## config.mk

```make
export PLATFORM = sky130hd
export DESIGN_NAME = fetch_unit_flat
export DESIGN_NICKNAME = d
export VERILOG_FILES = /design/src/rtl/fetch_unit_pkg.sv /design/src/rtl/fetch_unit_if.sv /design/src/rtl/fetch_fifo.sv /design/src/rtl/fetch_unit.sv /design/src/flat_wrapper.sv
export SDC_FILE = /design/constraint.sdc
export NUM_CORES = 1
export LEC_CHECK = 0
export CAP_MARGIN = 20
export CORE_MARGIN = 8
export CORE_UTILIZATION = 55
export CTS_BUF_LIST = sky130_fd_sc_hd__clkbuf_4 sky130_fd_sc_hd__clkbuf_8
export DETAILED_ROUTE_END_ITERATION = 10
export GPL_TIMING_DRIVEN = 0
export PLACE_DENSITY_LB_ADDON = 0.12
export SYNTH_ARGS = -nofsm -noshare
export SYNTH_HDL_FRONTEND = slang
export SYNTH_SLANG_ARGS = --single-unit
```

## constraint.sdc

```tcl
create_clock -name clk_i -period 2.64 [get_ports clk_i]
set_clock_uncertainty 0.1 [all_clocks]
set_input_delay 0.264 -clock clk_i [delete_from_list [all_inputs] [get_ports clk_i]]
set_output_delay 0.264 -clock clk_i [all_outputs]
set_load 0.02 [all_outputs]
```

## src/rtl/fetch_unit_pkg.sv

```systemverilog
// Shared types and constants for the instruction fetch unit.
// Covers FSM encoding, buffer entry layout and fetch step.
package fetch_unit_pkg;

  typedef enum logic [1:0] {
    S_IDLE = 2'd0,
    S_WAIT = 2'd1,
    S_DROP = 2'd2
  } fstate_e;

  localparam logic [31:0] NOP_WORD  = 32'h0000_0000;
  localparam logic [31:0] INSN_STEP = 32'd4;

  typedef struct packed {
    logic [31:0] pc;
    logic [31:0] insn;
  } fetch_entry_t;

endpackage

```

## src/rtl/fetch_unit_if.sv

```systemverilog
// Instruction memory request/response bus.
// The fetch unit is the master; memory is the slave.
interface fetch_unit_if;

  logic        imem_req;
  logic [31:0] imem_addr;
  logic        imem_gnt;
  logic        imem_rvalid;
  logic [31:0] imem_rdata;

  modport master (
    output imem_req,
    output imem_addr,
    input  imem_gnt,
    input  imem_rvalid,
    input  imem_rdata
  );

  modport slave (
    input  imem_req,
    input  imem_addr,
    output imem_gnt,
    output imem_rvalid,
    output imem_rdata
  );

endinterface

```

## src/rtl/fetch_fifo.sv

```systemverilog
// Fetch buffer: FIFO of {pc, insn} entries.
// Head is read combinationally; flush empties it.
module fetch_fifo
  import fetch_unit_pkg::*;
#(
  parameter  int DEPTH = 2,
  localparam int AW    = $clog2(DEPTH),
  localparam int CW    = $clog2(DEPTH + 1)
) (
  input  logic         clk_i,
  input  logic         rst_n_i,
  input  logic         flush_i,
  input  logic         push_i,
  input  fetch_entry_t data_i,
  input  logic         pop_i,
  output logic         valid_o,
  output fetch_entry_t head_o,
  output logic [CW-1:0] count_o
);

  fetch_entry_t  mem_q [DEPTH];
  logic [AW-1:0] rd_q, rd_d;
  logic [AW-1:0] wr_q, wr_d;
  logic [CW-1:0] cnt_q, cnt_d;
  logic          do_push;
  logic          do_pop;

  assign do_push = push_i && !flush_i
                && (cnt_q != CW'(DEPTH));
  assign do_pop  = pop_i && !flush_i
                && (cnt_q != '0);

  always_comb begin
    rd_d  = rd_q;
    wr_d  = wr_q;
    cnt_d = cnt_q;
    if (flush_i) begin
      rd_d  = '0;
      wr_d  = '0;
      cnt_d = '0;
    end else begin
      if (do_push) wr_d = wr_q + AW'(1);
      if (do_pop)  rd_d = rd_q + AW'(1);
      cnt_d = cnt_q + CW'(do_push)
                    - CW'(do_pop);
    end
  end

  always_ff @(posedge clk_i or negedge rst_n_i) begin
    if (!rst_n_i) begin
      rd_q  <= '0;
      wr_q  <= '0;
      cnt_q <= '0;
      for (int i = 0; i < DEPTH; i++)
        mem_q[i] <= '0;
    end else begin
      rd_q  <= rd_d;
      wr_q  <= wr_d;
      cnt_q <= cnt_d;
      if (do_push) mem_q[wr_q] <= data_i;
    end
  end

  assign valid_o = (cnt_q != '0);
  assign head_o  = mem_q[rd_q];
  assign count_o = cnt_q;

endmodule

```

## src/rtl/fetch_unit.sv

```systemverilog
// Instruction fetch: one outstanding imem request,
// responses buffered in order for the decode stage.
module fetch_unit
  import fetch_unit_pkg::*;
#(
  parameter logic [31:0] RESET_PC = 32'h0000_0000,
  parameter int          DEPTH    = 2
) (
  input  logic        clk_i,
  input  logic        rst_n_i,
  input  logic        stall_i,
  input  logic        flush_i,
  input  logic [31:0] target_i,
  fetch_unit_if.master imem,
  output logic        valid_o,
  output logic [31:0] pc_o,
  output logic [31:0] Instruction_o
);

  localparam int CW = $clog2(DEPTH + 1);

  fstate_e       state_q, state_d;
  logic [31:0]   pc_q, pc_d;
  logic [31:0]   req_pc_q, req_pc_d;
  logic [CW-1:0] cnt;
  logic          buf_valid;
  fetch_entry_t  head;
  fetch_entry_t  push_e;
  logic          req;
  logic          fire;
  logic          push;
  logic          pop;

  // Gated by reset so no request escapes while held in reset.
  assign req = rst_n_i
            && (state_q == S_IDLE)
            && (cnt < CW'(DEPTH))
            && !flush_i;

  assign fire = req && imem.imem_gnt;
  assign push = (state_q == S_WAIT)
             && imem.imem_rvalid && !flush_i;
  assign pop  = buf_valid && !stall_i
             && !flush_i;

  assign push_e.pc   = req_pc_q;
  assign push_e.insn = imem.imem_rdata;

  always_comb begin
    state_d = state_q;
    unique case (state_q)
      S_IDLE: if (fire) state_d = S_WAIT;
      S_WAIT: begin
        if (imem.imem_rvalid)
          state_d = S_IDLE;
        else if (flush_i)
          state_d = S_DROP;
      end
      S_DROP: if (imem.imem_rvalid) state_d = S_IDLE;
      default: state_d = S_IDLE;
    endcase
  end

  always_comb begin
    pc_d     = pc_q;
    req_pc_d = req_pc_q;
    unique case (1'b1)
      flush_i: pc_d = target_i;
      fire: begin
        pc_d     = pc_q + INSN_STEP;
        req_pc_d = pc_q;
      end
      default: ;
    endcase
  end

  always_ff @(posedge clk_i or negedge rst_n_i) begin
    if (!rst_n_i) begin
      state_q  <= S_IDLE;
      pc_q     <= RESET_PC;
      req_pc_q <= '0;
    end else begin
      state_q  <= state_d;
      pc_q     <= pc_d;
      req_pc_q <= req_pc_d;
    end
  end

  fetch_fifo #(.DEPTH(DEPTH)) u_fifo (
    .clk_i   (clk_i),
    .rst_n_i (rst_n_i),
    .flush_i (flush_i),
    .push_i  (push),
    .data_i  (push_e),
    .pop_i   (pop),
    .valid_o (buf_valid),
    .head_o  (head),
    .count_o (cnt)
  );

  assign imem.imem_req  = req;
  assign imem.imem_addr = pc_q;

  assign valid_o       = buf_valid;
  assign pc_o          = buf_valid ? head.pc : '0;
  assign Instruction_o = buf_valid ? head.insn
                                   : NOP_WORD;

endmodule

```

## src/flat_wrapper.sv

```systemverilog
// flat-port wrapper written by rule: the top's interface ports become plain ports
module fetch_unit_flat import fetch_unit_pkg::*;
#(
  parameter logic [31:0] RESET_PC = 32'h0000_0000,
  parameter int          DEPTH    = 2
)
  (clk_i, rst_n_i, stall_i, flush_i, target_i, valid_o, pc_o, Instruction_o, imem_imem_req, imem_imem_addr, imem_imem_gnt, imem_imem_rvalid, imem_imem_rdata);
  fetch_unit_if imem_i ();
  input  logic clk_i;
  input  logic rst_n_i;
  input  logic stall_i;
  input  logic flush_i;
  input  logic [31:0] target_i;
  output logic valid_o;
  output logic [31:0] pc_o;
  output logic [31:0] Instruction_o;
  output wire logic [$bits(imem_i.imem_req)-1:0] imem_imem_req;
  output wire logic [$bits(imem_i.imem_addr)-1:0] imem_imem_addr;
  input wire logic [$bits(imem_i.imem_gnt)-1:0] imem_imem_gnt;
  input wire logic [$bits(imem_i.imem_rvalid)-1:0] imem_imem_rvalid;
  input wire logic [$bits(imem_i.imem_rdata)-1:0] imem_imem_rdata;
  assign imem_imem_req = imem_i.imem_req;
  assign imem_imem_addr = imem_i.imem_addr;
  assign imem_i.imem_gnt = imem_imem_gnt;
  assign imem_i.imem_rvalid = imem_imem_rvalid;
  assign imem_i.imem_rdata = imem_imem_rdata;
  fetch_unit #(.RESET_PC(RESET_PC), .DEPTH(DEPTH)) u_core (.clk_i(clk_i), .rst_n_i(rst_n_i), .stall_i(stall_i), .flush_i(flush_i), .target_i(target_i), .imem(imem_i), .valid_o(valid_o), .pc_o(pc_o), .Instruction_o(Instruction_o));
endmodule
```

**After elaboration in Yosys (flattened, before gate mapping)**

Index checks and enable logic that the tools add are counted.

- Register bits after elaboration: 198
- Bits of input ports: 70
- Output and inout bits: 98
- Logic and storage cells: 67

- Add/sub/neg operators: 5
- $lt $le $gt $ge: 4
- Equal/unequal tests: 6
- Muxes and demuxes: 19
- Bitwise logic cells: 2
- Reduce and logical (&&, ||, !) cells: 21

Operators with widths:

| operator | count |
|---|---|
| 64-bit two-way mux | 4 |
| 128-bit bitwise mux | 1 |
| 64-bit demux with 1-bit select | 1 |
| 32-bit two-way mux | 2 |
| 32-bit case mux with 2 select lines | 1 |
| 32-bit by 3-bit adder with 32-bit output (second input constant) | 1 |
| 1-bit logical AND | 13 |
| 2-bit two-way mux | 5 |
| 2-bit nonzero test | 4 |
| 2-bit case mux with 3 select lines | 1 |
| 2-bit greater-or-equal comparator (second input constant) | 2 |
| 1-bit two-way mux | 4 |
| 2-bit != test (second input constant) | 2 |
| 1-bit inverter with 2-bit output | 2 |
| 3-bit != test (second input constant) | 1 |
| 3-bit AND reduction | 1 |
| 1-bit adder (second input constant) | 2 |
| 2-bit by 1-bit adder with 2-bit output | 1 |
| 2-bit by 1-bit == test with 1-bit output (second input constant) | 1 |
| 2-bit == test (second input constant) | 1 |
| 1-bit logical NOT | 2 |
| 2-bit logical NOT | 1 |
| 2-bit by 1-bit less-than comparator with 1-bit output (second input constant) | 1 |
| 2-bit less-than comparator (second input constant) | 1 |
| 2 further kinds | 2 |

**Logic depth before layout (Yosys ltp)**

- Word-level depth: 8
- Mapped depth: 9

**Cells and area by module**

A second synthesis with hierarchy kept.

- Cell total of the unflattened synthesis: 790
- Area total of the unflattened synthesis: 9392.8 sq um

Modules (own cells, without submodules):

| module | instances | cells an instance | area each (sq um) | seq. area each (sq um) |
|---|---|---|---|---|
| fetch_fifo | 1 | 368 | 5766.8 | 3303.2 |
| fetch_unit | 1 | 422 | 3626.0 | 1651.6 |

**Worst setup path after synthesis**

No wires, ideal clock.

- Path type: input -> register
- Start: in flush_i
- End: reg u_core.u_fifo.cnt_q[0] (netlist: u_core.u_fifo.count_o[0])
- Arrival time: 1713 ps
- Required time: 2411 ps
- Path slack: 698 ps
- Cell stages on the path: 8
- Buffers on the path: 3
- Cell sequence: buf_6 -> clkbuf_1 -> clkbuf_1 -> nor3_1 -> ha_1 -> inv_1 -> ha_1 -> nor2b_1

- Cells in the longest elaborated chain, start to end: 7
- Elaborated cells on any way between the ends: 10

RTL lines:

| what | RTL line | source |
|---|---|---|
| from (decl) | flat_wrapper.sv:12 | `input logic flush_i;` |
| 1-bit logical NOT | -- |  |
| 1-bit logical AND | fetch_unit.sv:42 | `&& imem.imem_rvalid && !flush_i;` |
| 1-bit logical AND | fetch_fifo.sv:28 | `assign do_push = push_i && !flush_i` |
| 1-bit logical AND | fetch_fifo.sv:29 | `&& (cnt_q != CW'(DEPTH));` |
| 2-bit by 1-bit adder with 2-bit output | fetch_fifo.sv:44 | `cnt_d = cnt_q + CW'(do_push)` |
| 2-bit by 1-bit subtractor with 2-bit output | fetch_fifo.sv:45 | `- CW'(do_pop);` |
| 2-bit two-way mux * | fetch_fifo.sv:37 | `if (flush_i) begin` |
| via u_core.u_fifo.cnt_d[0] | fetch_fifo.sv:24 | `logic [CW-1:0] cnt_q, cnt_d;` |
| to (signal assigned) | fetch_fifo.sv:59 | `cnt_q <= cnt_d;` |
| to (decl) | fetch_fifo.sv:24 |  |

The timed path passes the listed nets; every way through them passes the cells marked *.
A chain may end at the register's enable or synchronous reset.

**Final worst setup path**

- Start: reg u_core.u_fifo.cnt_q[1] (netlist: u_core.u_fifo.count_o[1])
- End: out pc_o[0]

- Cells in the longest elaborated chain, start to end: 2

RTL lines:

| what | RTL line | source |
|---|---|---|
| 2-bit nonzero test | fetch_fifo.sv:64 | `assign valid_o = (cnt_q != '0);` |
| 32-bit two-way mux | fetch_unit.sv:105 | `assign pc_o = buf_valid ? head.pc : '0;` |
| to (decl) | flat_wrapper.sv:15 | `output logic [31:0] pc_o;` |

Every way passes these cells.

==> run summary <==
OUTCOME
------------------------------------------------------------------------------------------
Run status                                                                    complete, no violations

DETAILED ROUTING
------------------------------------------------------------------------------------------
Routed len/inst                                                                    19.1 um
Pre-antenna DRT Iters                                                                    5
Violation count after the first detailed-route iteration                               380
Post-DRT Antenna Nets                                                                    0
DR vias                                                                               6899
Average via count per standard cell                                                   5.61
Detailed-route wire length                                                        23500 um
Remaining routing DRC violations                                                         0

GLOBAL ROUTE
------------------------------------------------------------------------------------------
Met1 GRT Util                                                                        29.8%
Antenna violations before repair                                                         0
Largest net degree at the start of global routing                                       78
Met2 track utilization from global routing                                           33.5%
Via count of the first global-routing pass                                            7151
Most Crowded Layer GR                                                                 met2
Met3 track demand over resource                                                      5.72%
Global-route total usage across every layer                                          21.9%
Final global-route overflow total                                                        0
Wire length of the first global-routing pass                                      38200 um

FLOORPLAN
------------------------------------------------------------------------------------------
Area of the die                                                                  21500 um2
Die outline height                                                                  147 um
Total I/O pin count                                                                    168
Starting Density                                                                     55.3%
Standard cell core area                                                          17000 um2
Standard-cell row count                                                                 48
Die span in x                                                                       147 um

CRITICAL PATH
------------------------------------------------------------------------------------------
Crit end category                                                              output port
Worst Path Max Fanout                                                                   10
Worst reg2reg startpoint                                                      u_core.u_fifo.count_o[1]
Worst EP arrival                                                                   2.19 ns
Worst Path Required                                                                2.28 ns
Register-to-register path setup slack                                              0.44 ns
Count of buffer and inverter cells on the critical path                                  3
Worst setup path start                                                        u_core.u_fifo.count_o[1]
Cells along the critical path                                                 nor2_4 -> clkbuf_4 -> clkbuf_4 -> nor2_1 -> clkdlybuf4s50_1
Crit-path leading delay family                                                buffers and inverters
Capture instance of the worst register-to-register path                       u_core.req_pc_q[14]
Worst setup SP type                                                              flip-flop
Crit Path Class                                                                    reg2out
Cell occurring most often along the worst timing path                         sky130_fd_sc_hd__clkbuf_4
Critical Path Slowest Stage Cell                                              sky130_fd_sc_hd__clkdlybuf4s50_1
Slowest Stage Delay on Critical Path                                               0.54 ns
Depth of the worst register-to-register path                                             7

SYNTHESIS
------------------------------------------------------------------------------------------
Most instantiated cells after synthesis                                       198 x sky130_fd_sc_hd__dfrtp_1, 118 x sky130_fd_sc_hd__nand2_1, 81 x sky130_fd_sc_hd__mux2_2
Most area-consuming cells after synthesis                                     sky130_fd_sc_hd__dfrtp_1 53%, sky130_fd_sc_hd__mux2_2 9.7%, sky130_fd_sc_hd__mux2_4 7.8%
Synthesized netlist net count                                                          872
Post-synth top area share                                                            52.7%
Portion of the post-synthesis area used by sequential elements                       52.7%
Async S/R FF share, synth                                                             100%
Synth unique cells                                                                      57
Count of mapped cells out of synthesis                                                 799
Cell area after technology mapping                                                9410 um2
EDFF count, synth                                                                        0
Avg Cell Area, Syn                                                                11.8 um2
Cell type contributing the most total cell area after synthesis               sky130_fd_sc_hd__dfrtp_1
Number of flip-flops and latches in the synthesized netlist                            198
Synth warn                                                                               0
Library cell with the highest instance count after synthesis                  sky130_fd_sc_hd__dfrtp_1
Primary flip-flop cell chosen by synthesis mapping                            sky130_fd_sc_hd__dfrtp_1

PLACED DESIGN
------------------------------------------------------------------------------------------
IO Port Bufs                                                                           166
Pre-CTS setup slack                                                              -0.561 ns
Post-detailed-placement half-perimeter wirelength                                 16500 um
GPL Wtd Cong                                                                         0.871

STA
------------------------------------------------------------------------------------------
Final hold violations                                                                    0
Setup_tns                                                                             0 ns
Slew margin rel.                                                                     54.5%
Final Critical Period                                                              2.55 ns
Maximum frequency from static timing analysis                                      391 MHz
Final worst-path setup slack                                                     0.0857 ns
Slew at the pin closest to its max-slew limit                                     0.683 ns
RSZ-0062 raised after global routing                                                  true
Final Cycle Share                                                                    96.8%
Final max-slew violation count                                                           0
Number of failing setup endpoints in the final timing report                             0

POWER
------------------------------------------------------------------------------------------
Total power of the final layout                                                    7.93 mW
Leakage power                                                                      6.05 nW
Power per cell area                                                             657 nW/um2
Worst vdd ir                                                                    0.000385 V

RUN
------------------------------------------------------------------------------------------
Maxcap violations                                                                        0

CLOCK NETWORK
------------------------------------------------------------------------------------------
Clock edge transition at the registers on the reported setup and hold paths        0.10 ns
Number of buffers created by CTS                                                        17
Root Buffer                                                                   sky130_fd_sc_hd__clkbuf_8
# H-tree levels                                                                          4
Number of buffers inserted by post-CTS setup repair                                      0
TritonCTS clock tree                                                                  done
Largest buffer count on any clock path                                                   2
Total clock sinks                                                                      198
Clock insertion delay at the later pin of the skew report                          0.48 ns

WORST HOLD PATH
------------------------------------------------------------------------------------------
Count of cells along the worst hold path                                                 4
WHS Endpoint                                                                  u_core.state_q[0]
Worst min-delay path class                                                          in2reg
Startpoint of the tightest hold check path                                         flush_i

FINISH
------------------------------------------------------------------------------------------
Fraction of layout instances using a drive strength above 1                          22.0%
Antenna diode count                                                                      0
Layout Area Growth over Synthesis                                                    28.3%
# nets final                                                                          1064

[where the power goes]
part           internal (mW)  switching [mW]  leakage [nW]  total [mW]
logic                   1.04           0.770          3.27        1.81
clock network          0.927            1.15         0.210        2.08
registers               3.61           0.429          2.57        4.04
total                   5.58            2.35          6.05        7.93
[layer usage]
metal,vias to the layer above,part of all wire (%)
met2,234,46
met1,3458,45
met3,19,7.7
met5,-,0
li1,3188,-
met4,0,1.0
[kinds of logic after synthesis]
kind of cell | share of synthesized area (%)
and+or+nand+nor | 14.1
muxes | 24.8
AOI/OAI and AO/OA | 4.68
adders and majority gates | 0.399
DFF | 52.7
xor gates and xnor gates | 0.186
buffers and inverters | 3.22
[layout make-up]
class                   instances  area (um2)
plain buffers                  50         317
clock inverters                13         161
well taps                     225         282
clock buffers                  19         262
fillers                      1288        4920
multi-input cells             544        4170
repair buffers                173        1900
inverters                       7        26.3
flip-flops and latches        198        4960
[registers in the layout, indices dropped and copies added, names as in the netlist]
signal / count
u_core.imem.imem_addr: 32
u_core.req_pc_q: 32
u_core.state_q: 2
u_core.u_fifo.count_o: 2
u_core.u_fifo.mem_q: 128
u_core.u_fifo.rd_q: 1
u_core.u_fifo.wr_q: 1
[stage by stage]
step	hold slack [ns]	utilization [%]	instance area, um2	cells
after floorplan	-0.132	-	9410	799
after global placement	0.386	66.8	11300	1190
after detailed placement	0.184	67.0	11400	1191
after CTS	0.0475	70.5	12000	1229
after global routing	0.0803	71.0	12100	1229
final	0.0701	71.0	12100	1229
[worst max path at each step]
stage                               end  slack [ns]  depth (start not counted)
2_1_floorplan  u_core.u_fifo.count_o[0]        0.70                          8
3_3_place_gp         u_core.req_pc_q[9]       -7.14                          1
3_5_place_dp        u_core.req_pc_q[17]       -0.56                          9
4_1_cts                         pc_o[9]       0.001                          5
6_report                        pc_o[0]        0.09                          5
5_1_grt               Instruction_o[22]       -0.03                          5
[layout by cell type, fill, tap and decap left out, drive strengths merged, types with 3 or more instances in the layout]
| cell type | netlist | routed |
|---|---|---|
| and3 | 7 | 7 |
| mux2 | 130 | 130 |
| o311ai | 7 | 7 |
| inv | 7 | 14 |
| nand3 | 17 | 17 |
| buf | 36 | 40 |
| nor2 | 78 | 78 |
| a21o | 4 | 4 |
| clkbuf | 14 | 34 |
| nand4 | 14 | 14 |
| nand2 | 118 | 118 |
| dlymetal6s2s | 0 | 28 |
| nor3 | 5 | 5 |
| nand2b | 4 | 4 |
| nand3b | 7 | 7 |
| dfrtp | 198 | 198 |
| or3 | 4 | 4 |
| and2 | 7 | 7 |
| o21ai | 16 | 16 |
| and4 | 3 | 3 |
| a31oi | 5 | 5 |
| nor2b | 8 | 8 |
| clkdlybuf4s50 | 0 | 137 |
| mux2i | 68 | 68 |
| o211ai | 7 | 7 |
| ha | 3 | 3 |
| a21oi | 5 | 5 |
[timing repair]
item | CTS | global route
endpoints found under the hold margin | 77 | 0
endpoints found under the setup margin | 76 | 51
resized for setup | 19 | 38
hold buffers | 5 | 0
cloned | 1 | 0
[tightest hold or removal path, delay by kind of cell]
kind                   cells  cell delay (ns)
buffers and inverters      1             0.15
and+or+nand+nor            2             0.12
AOI/OAI and AO/OA          1             0.06
(Power assumes the default switching activity.)
